--- config.mk ---
export PLATFORM = sky130hd
export DESIGN_NAME = shift_detect_flat
export DESIGN_NICKNAME = d
export VERILOG_FILES = /design/src/rtl/shift_detect_if.sv /design/src/rtl/shift_detect.sv /design/src/flat_wrapper.sv
export SDC_FILE = /design/constraint.sdc
export NUM_CORES = 1
export LEC_CHECK = 0
export CAP_MARGIN = 5
export CORE_AREA = 3 3 75 95
export DETAILED_ROUTE_END_ITERATION = 6
export DIE_AREA = 0 0 78 98
export PLACE_DENSITY = 0.89
export SLEW_MARGIN = 20
export SYNTH_ARGS = -nofsm -noshare
export SYNTH_HDL_FRONTEND = slang
export SYNTH_SLANG_ARGS = --single-unit
--- constraint.sdc ---
create_clock -name clk -period 2.8 [get_ports clk]
set_input_delay 0.7 -clock clk [delete_from_list [all_inputs] [get_ports clk]]
set_output_delay 0.7 -clock clk [all_outputs]
set_load 0.02 [all_outputs]
--- src/rtl/shift_detect_if.sv ---
// Bus bundle for shift_detect: raw switch pins in, debounced value and
// position/step tracking results out.
interface shift_detect_if;
  logic [9:0] board_sw;
  logic [9:0] sw_stable;
  logic [3:0] pos;
  logic       pos_valid;
  logic       step_pulse;
  logic       step_dir;
  logic [3:0] step_count;
  logic       jump_pulse;

  // Block side: consumes the raw pins, produces tracking results.
  modport slave (
    input  board_sw,
    output sw_stable, pos, pos_valid, step_pulse, step_dir, step_count, jump_pulse
  );

  // Environment side: drives the pins, observes the results.
  modport master (
    output board_sw,
    input  sw_stable, pos, pos_valid, step_pulse, step_dir, step_count, jump_pulse
  );
endinterface

--- src/rtl/shift_detect.sv ---
// shift_detect: synchronizes and debounces ten slide switches, then tracks a
// single active switch, strobing on one-position steps and larger jumps.
module shift_detect #(
  parameter int SAMPLE_CNT     = 50000,
  parameter int STABLE_SAMPLES = 4
) (
  input  logic           clk,
  input  logic           reset_n,
  shift_detect_if.slave  bus
);

  localparam int             CW        = (SAMPLE_CNT > 1) ? $clog2(SAMPLE_CNT) : 1;
  localparam logic [CW-1:0]  TICK_LAST = CW'(SAMPLE_CNT - 1);
  localparam logic [3:0]     SS_MAX    = 4'(STABLE_SAMPLES);
  localparam logic [3:0]     SS_LAST   = 4'(STABLE_SAMPLES - 1);

  typedef enum logic {IDLE, TRACK} state_t;

  logic [9:0]    sync1_q, sw_sync_q;
  logic [CW-1:0] tick_cnt_q;
  logic          tick;
  logic [9:0]    candidate_q;
  logic [3:0]    stable_cnt_q;
  logic [9:0]    sw_stable_q;
  logic          commit_q;

  state_t        state_q, state_d;
  logic [3:0]    pos_q, pos_d;
  logic          pos_valid_q, pos_valid_d;
  logic          step_pulse_q, step_pulse_d;
  logic          step_dir_q, step_dir_d;
  logic [3:0]    step_count_q, step_count_d;
  logic          jump_pulse_q, jump_pulse_d;

  logic          v_onehot;
  logic [3:0]    v_idx;
  logic          new_dir;
  logic          is_step;

  // Two-flop synchronizer on the raw asynchronous switch pins.
  always_ff @(posedge clk or negedge reset_n) begin
    if (!reset_n) begin
      sync1_q   <= '0;
      sw_sync_q <= '0;
    end else begin
      sync1_q   <= bus.board_sw;
      sw_sync_q <= sync1_q;
    end
  end

  // Free-running sample tick divider, wrapping at SAMPLE_CNT.
  always_ff @(posedge clk or negedge reset_n) begin
    if (!reset_n)                  tick_cnt_q <= '0;
    else if (tick_cnt_q == TICK_LAST) tick_cnt_q <= '0;
    else                           tick_cnt_q <= tick_cnt_q + 1'b1;
  end

  assign tick = (tick_cnt_q == TICK_LAST);

  // Debounce window: a value must match on STABLE_SAMPLES further ticks
  // after capture; the counter saturates so a held value commits once.
  always_ff @(posedge clk or negedge reset_n) begin
    if (!reset_n) begin
      candidate_q  <= '0;
      stable_cnt_q <= '0;
      sw_stable_q  <= '0;
      commit_q     <= 1'b0;
    end else begin
      commit_q <= 1'b0;
      if (tick) begin
        if (sw_sync_q != candidate_q) begin
          candidate_q  <= sw_sync_q;
          stable_cnt_q <= '0;
        end else begin
          if (stable_cnt_q < SS_MAX) stable_cnt_q <= stable_cnt_q + 4'd1;
          if (stable_cnt_q == SS_LAST && candidate_q != sw_stable_q) begin
            sw_stable_q <= candidate_q;
            commit_q    <= 1'b1;
          end
        end
      end
    end
  end

  // One-hot test and index of the committed value.
  always_comb begin
    v_onehot = (sw_stable_q != '0) && ((sw_stable_q & (sw_stable_q - 10'd1)) == '0);
    v_idx    = '0;
    for (int i = 0; i < 10; i++) begin
      if (sw_stable_q[i]) v_idx = 4'(i);
    end
  end

  // Classifier state and registered outputs.
  always_ff @(posedge clk or negedge reset_n) begin
    if (!reset_n) begin
      state_q      <= IDLE;
      pos_q        <= '0;
      pos_valid_q  <= 1'b0;
      step_pulse_q <= 1'b0;
      step_dir_q   <= 1'b0;
      step_count_q <= '0;
      jump_pulse_q <= 1'b0;
    end else begin
      state_q      <= state_d;
      pos_q        <= pos_d;
      pos_valid_q  <= pos_valid_d;
      step_pulse_q <= step_pulse_d;
      step_dir_q   <= step_dir_d;
      step_count_q <= step_count_d;
      jump_pulse_q <= jump_pulse_d;
    end
  end

  // Classifier next state: acts only in the cycle after a commit. Index
  // arithmetic is 4-bit with no wrap, so 9<->0 is a jump.
  always_comb begin
    state_d      = state_q;
    pos_d        = pos_q;
    pos_valid_d  = pos_valid_q;
    step_pulse_d = 1'b0;
    step_dir_d   = step_dir_q;
    step_count_d = step_count_q;
    jump_pulse_d = 1'b0;
    new_dir      = (v_idx != pos_q + 4'd1);
    is_step      = (v_idx == pos_q + 4'd1) || (pos_q != '0 && v_idx == pos_q - 4'd1);
    if (commit_q) begin
      case (state_q)
        IDLE: begin
          if (v_onehot) begin
            pos_d        = v_idx;
            pos_valid_d  = 1'b1;
            step_count_d = '0;
            state_d      = TRACK;
          end
        end
        TRACK: begin
          if (!v_onehot) begin
            pos_valid_d  = 1'b0;
            step_count_d = '0;
            state_d      = IDLE;
          end else if (is_step) begin
            step_pulse_d = 1'b1;
            step_dir_d   = new_dir;
            pos_d        = v_idx;
            if (new_dir == step_dir_q && step_count_q != '0) begin
              if (step_count_q != 4'd15) step_count_d = step_count_q + 4'd1;
            end else begin
              step_count_d = 4'd1;
            end
          end else begin
            jump_pulse_d = 1'b1;
            pos_d        = v_idx;
            step_count_d = '0;
          end
        end
        default: state_d = IDLE;
      endcase
    end
  end

  assign bus.sw_stable  = sw_stable_q;
  assign bus.pos        = pos_q;
  assign bus.pos_valid  = pos_valid_q;
  assign bus.step_pulse = step_pulse_q;
  assign bus.step_dir   = step_dir_q;
  assign bus.step_count = step_count_q;
  assign bus.jump_pulse = jump_pulse_q;

endmodule

--- src/flat_wrapper.sv ---
// flat-port wrapper written by rule: the top's interface ports become plain ports
module shift_detect_flat 
#(
  parameter int SAMPLE_CNT     = 50000,
  parameter int STABLE_SAMPLES = 4
)
  (clk, reset_n, bus_board_sw, bus_sw_stable, bus_pos, bus_pos_valid, bus_step_pulse, bus_step_dir, bus_step_count, bus_jump_pulse);
  shift_detect_if bus_i ();
  input  logic clk;
  input  logic reset_n;
  input wire logic [$bits(bus_i.board_sw)-1:0] bus_board_sw;
  output wire logic [$bits(bus_i.sw_stable)-1:0] bus_sw_stable;
  output wire logic [$bits(bus_i.pos)-1:0] bus_pos;
  output wire logic [$bits(bus_i.pos_valid)-1:0] bus_pos_valid;
  output wire logic [$bits(bus_i.step_pulse)-1:0] bus_step_pulse;
  output wire logic [$bits(bus_i.step_dir)-1:0] bus_step_dir;
  output wire logic [$bits(bus_i.step_count)-1:0] bus_step_count;
  output wire logic [$bits(bus_i.jump_pulse)-1:0] bus_jump_pulse;
  assign bus_i.board_sw = bus_board_sw;
  assign bus_sw_stable = bus_i.sw_stable;
  assign bus_pos = bus_i.pos;
  assign bus_pos_valid = bus_i.pos_valid;
  assign bus_step_pulse = bus_i.step_pulse;
  assign bus_step_dir = bus_i.step_dir;
  assign bus_step_count = bus_i.step_count;
  assign bus_jump_pulse = bus_i.jump_pulse;
  shift_detect #(.SAMPLE_CNT(SAMPLE_CNT), .STABLE_SAMPLES(STABLE_SAMPLES)) u_core (.clk(clk), .reset_n(reset_n), .bus(bus_i));
endmodule
## Word-level counts from Yosys, hierarchy flattened

Index checks and enable logic that the tools add are counted.

- Logic and storage cells: 87
- Bits in read-only memories: 0
- Output and inout bits: 22
- Memories: 0
- Bits in registers: 74
- Input bits: 12
- Bits in latches: 0
- Memory bits (writable): 0

- Multipliers: 0
- Reduce and logical (&&, ||, !) cells: 17
- Bitwise operators: 3
- Mux-type cells: 34
- Equal/unequal tests: 12
- Shift operators: 0
- Order comparisons: 1
- Divide/modulo/power cells: 0
- $add $sub $neg: 6

Operators by type and width:

| kind | count |
|---|---|
| 2-to-1 mux 4 bit | 10 |
| != test 10 bit | 2 |
| adder 16 x 1 -> 16 bit, second input constant | 1 |
| == test 16 bit, second input constant | 1 |
| 2-to-1 mux 16 bit | 1 |
| 2-to-1 mux 1 bit | 15 |
| adder 4 x 1 -> 4 bit, second input constant | 3 |
| 2-to-1 mux 3 bit | 4 |
| bitwise AND 10 bit | 1 |
| logical NOT 10 bit | 1 |
| nonzero test 10 bit | 1 |
| subtractor 10 x 1 -> 10 bit, second input constant | 1 |
| AND reduction 3 bit | 3 |
| == test 4 bit | 2 |
| one-hot mux 4 bit (2 select lines) | 1 |
| nonzero test 4 bit | 2 |
| AND reduction 2 bit | 3 |
| != test 5 bit, second input constant | 1 |
| == test 4 x 2 -> 1 bit, second input constant | 1 |
| logical AND 1 bit | 4 |
| < comparator 4 x 3 -> 1 bit, second input constant | 1 |
| 2-to-1 mux 2 bit | 2 |
| != test 4 bit | 1 |
| != test 4 bit, second input constant | 1 |
| 9 further kinds | 10 |

## Logic depth before layout (Yosys ltp)

- Depth after elaboration: 16
- Depth in mapped cells: 10
- Gate-level depth less buffers: 8

## Worst setup path before layout

No wires, ideal clock.

- Kind: register -> register
- Start point: register u_core.sw_stable_q[8] (netlist: u_core.bus.sw_stable[8])
- End point: register u_core.step_dir_q (netlist: u_core.bus.step_dir)
- Arrival time: 2.108 ns
- Stages on the path, launching flop included: 10
- Required time: 2.679 ns
- Path slack: 0.571 ns
- Library setup time: 0.121 ns
- Period minus slack after synthesis: 2.229 ns
- Path buffers: 2
- Cells stage by stage: dfrtp_1 buf_2 or2_1 buf_6 or3_1 a21bo_1 a2bb2oi_1 o2111a_2 and2_1 a21oi_1

- Word-level cells in the longest chain between the ends: 6
- Elaborated cells on any way between the ends: 13
- Classes of those cells: add/sub: 1; eq/ne: 3; mux: 2; bitwise: 1; reduce/logical: 6

Ends and longest elaborated chain:

| item | line | source |
|---|---|---|
| from (decl) | shift_detect.sv:24 | `logic [9:0] sw_stable_q;` |
| from (signal assigned) | shift_detect.sv:77 | `sw_stable_q <= candidate_q;` |
| parallel branches: the longest is 6 deep, another holds subtractor 10 x 1 -> 10 bit | - |  |
| to (signal assigned) | shift_detect.sv:109 | `step_dir_q <= step_dir_d;` |
| to (decl) | shift_detect.sv:31 | `logic step_dir_q, step_dir_d;` |

Parallel ways; which one is timed is not known.
A chain may end at the register's enable or synchronous reset.

## Final worst setup path

- Start point: register u_core.tick_cnt_q[4]
- End point: register u_core.sw_stable_q[5] (netlist: u_core.bus.sw_stable[5])

- Word-level cells in the longest chain between the ends: 2

Ends and longest elaborated chain:

| item | line | source |
|---|---|---|
| from (decl) | shift_detect.sv:20 | `logic [CW-1:0] tick_cnt_q;` |
| from (signal assigned) | shift_detect.sv:55 | `else tick_cnt_q <= tick_cnt_q + 1'b1;` |
| == test 16 bit | shift_detect.sv:58 | `assign tick = (tick_cnt_q == TICK_LAST);` |
| AND reduction 3 bit (no line) | - |  |

Every way passes these cells.

==> results by group <==
Logic synthesis
  • Syn Nets: approximately 350
  • Post-Synth Adder-Cell Area: 0.0246
  • Post-synthesis cell area: around 3600 um^2
  • Number of synthesized flops with an enable pin: 0
  • Fraction of post-synthesis cell area in the top cell type by area: 0.519
  • Largest family of logic cells by synthesized area: simple AND/OR/NAND/NOR gates
  • Top cells by area, synth: dfrtp_1 52%, xor2_1 5.9%, mux2_4 4.2%, nand2_1 4.1%, xnor2_1 3.7%
  • XOR/XNOR share of the synthesized area: 0.102
  • Post-synthesis mux area share: 0.0481
  • Complex-gate fraction of the synthesized area: 0.0919
  • Simple-Gate Fraction of Synth Area: 0.182
  • Async S/R FF share, synth: 1.00
  • Post-synth top flop: dfrtp_1
  • Register bit total from synthesis: between 70 and 80
  • Largest area contributor in the netlist: dfrtp_1
  • Post-synth top cells: 74 x dfrtp_1, 39 x nand2_1, 27 x nor2_1
  • Instance count of the mapped netlist: roughly 330
  • Sequential element share of the synthesized area: 0.519
  • Warnings, synthesis: 0
  • Most frequent cell after synthesis: dfrtp_1
  • Syn Area/Cell: about 11 um^2
  • Unique masters post-synth: 56

Finish
  • # nets final: about 390
  • Layout Area Growth over Synthesis: 16.5%
  • Fillers: a little over 500
  • N_diodes: 0
  • Layout cell share with drive strength beyond 1: 0.0963
  • Fin util: 0.665

Job
  • Max Cap Viol: 0

Critical path
  • Worst r2r src: u_core.tick_cnt_q[4]
  • CP max FO: 10
  • Worst R2R Setup Slack: approximately 0.23 ns
  • Arr. time, crit path: 2.80 ns
  • Crit start category: flop
  • CP Capture Type: flop
  • Reg2Reg Depth: 7
  • Crit path kind: reg -> reg
  • RR Endpoint: u_core.bus.sw_stable[5]
  • Worst Path Required: approximately 3.0 ns

Timing
  • Min Clock Period, post-route: 2.57 ns
  • Slew Viols, Final: 0
  • Max Freq: 390 MHz
  • Final TNS setup: 0 ns
  • Setup violators final: 0
  • RSZ-0062 raised after global routing: no
  • Hold slack: 0.310 ns
  • Rel. slew slack: 0.615
  • Skew final: roughly 0.0069 ns
  • Worst-Margin Slew: 0.577 ns
  • Final Cycle Share: 0.916
  • Endpoints failing hold: 0
  • Setup ws final: approximately 0.23 ns

Route
  • Wirelength per Cell: 14.2 um
  • Vias: between 2,000 and 3,000
  • Routed length on met2: about 3.4 mm
  • Post-route DRC: 0
  • Post-DRT Antenna Nets: 0
  • Top sig layer: met4
  • M1 wire length: ~2.7 mm
  • Routed vias/inst: 5.51
  • Iteration-0 DRC Markers: 64
  • Met3 wire len: between 200 and 250 um
  • Iteration count of the initial detailed-routing pass: 4
  • Routed wire length: ~6.5 mm

CTS
  • Worst-Skew Late Latency: 0.34 ns
  • CTS Hold Bufs: 0
  • CTS Sinks: 74
  • Num CTS Buffers: 9
  • Clock Pin Slew Worst Setup and Hold Paths: around 0.080 ns
  • Cts repair resizes: 0
  • Root Buffer: clkbuf_8
  • CTS tree: built
  • H-tree depth: 3
  • Post-CTS setup buffer count: 0
  • Max Buffers Root-to-Sink: 2

Pwr
  • Static Leak: between 1.5 and 2 nW
  • VDD IR max: 0.404 mV
  • Cell Pwr Density: between 400 and 500 nW/um^2

GRT
  • GR Overflow Total: 0
  • Initial antenna violation count: 0
  • Total Routing Usage GR: 0.187
  • Largest net degree at the start of global routing: 36
  • First-pass GRT wire length: about 11 mm
  • Vias in the first global route: 2,492

Floorplanning
  • Row count: 32
  • Die Ht: about 100 um
  • Core area: around 6200 um^2
  • Io pins: 34
  • Initial Util: 0.571
  • DIE AREA: between 7000 and 8000 um^2
  • Die Wd: around 78 um

Place
  • Worst slack, placed: between 0.2 and 0.3 ns
  • GP Congestion: 0.849
  • Dpl hpwl: around 4.7 mm
  • Port buffer count: 33

Status
  • Status: complete, no violations

Hold path
  • Worst Hold Class: in -> async
## per-layer routing
| layer | GRT usage | up-vias |
|---|---|---|
| li1 | - | 1231 |
| met1 | 0.224 | 1227 |
| met2 | 0.317 | 55 |
| met3 | 0.0434 | 16 |
| met4 | 0.0888 | 0 |
| met5 | 0 | - |
## power by group
part / total [mW] / switching [mW] / internal, mW / leakage, nW
Sequential: 1.09 / 0.00661 / 1.08 / 0.973
Combinational: 0.0439 / 0.0242 / 0.0197 / 0.863
Clock: 0.763 / 0.408 / 0.355 / 0.0937
Total: 1.90 / 0.439 / 1.46 / 1.93
## stage by stage
step	total power, mW	area (um^2)	instances
finish	1.90	4150	459
CTS	1.92	4150	459
global placement	1.15	3970	443
floorplan	1.11	3570	334
global route	1.98	4150	459
detailed placement	1.16	3970	443
## layout by cell type (no fill, tap or decap), types with 3 or more instances in the layout
cell type and count:
nor2_1 27, mux2_4 10, o31ai_1 4, or2_1 4, or3_1 3, inv_6 3
a211oi_1 3, xnor2_1 15, o21ai_0 6, nand3_1 14, inv_1 11, dfrtp_1 74
ha_1 7, clkbuf_8 10, o21ai_1 4, buf_4 3, xor2_1 24, clkdlybuf4s50_1 32
nor4_1 7, and3_1 4, nand4_1 7, nor3_1 4, a21oi_1 12, and2_1 3
nand2_1 39, or4_1 3
## cell type report
class | count | area (um^2) | share of cell area
Clock inverter | 6 | 47.5 | 0.0114
Clock buffer | 10 | 138 | 0.0331
Timing Repair Buffer | 37 | 368 | 0.0886
Multi-Input combinational cell | 236 | 1600 | 0.386
Sequential cell | 74 | 1850 | 0.446
Inverter | 11 | 41.3 | 0.00994
Tap cell | 85 | 106 | 0.0256
## how the worst max path moves through the flow
stage	startpoint	endpoint	slack (ns)	depth (start not counted)
3_5_place_dp	u_core.tick_cnt_q[4]	u_core.bus.sw_stable[5]	0.25	7
4_1_cts	u_core.tick_cnt_q[4]	u_core.bus.sw_stable[5]	0.23	7
2_1_floorplan	u_core.bus.sw_stable[8]	u_core.bus.step_dir	0.57	9
5_1_grt	u_core.tick_cnt_q[4]	u_core.bus.sw_stable[6]	0.05	7
6_report	u_core.tick_cnt_q[4]	u_core.bus.sw_stable[5]	0.23	7
3_3_place_gp	u_core.tick_cnt_q[5]	u_core.bus.sw_stable[2]	0.35	7
## cells by family after synthesis
kind of cell	Yosys count
compound gates	49
xor+xnor	40
fa+ha+maj	7
buf+inv	24
flops	74
mux	12
simple gates	128
## worst max-delay path: stages (launching register included)
cell and delay [ns]:
dfrtp_1 0.44, nor2_1 0.12, nand3_1 0.11, nor4_2 0.26, and3_1 0.22, nand3b_1 0.13, or4_1 0.79, mux2_4 0.40
## flip-flops by register name (all words and copies together), names as in the netlist
name                   flops
u_core.bus.step_dir        1
u_core.sw_sync_q          10
u_core.bus.jump_pulse      1
u_core.stable_cnt_q        4
u_core.bus.sw_stable      10
u_core.sync1_q            10
u_core.bus.step_count      4
u_core.bus.pos             4
u_core.state_q             1
u_core.bus.step_pulse      1
u_core.commit_q            1
u_core.candidate_q        10
u_core.bus.pos_valid       1
u_core.tick_cnt_q         16
Power figures use the tool's default switching activity.
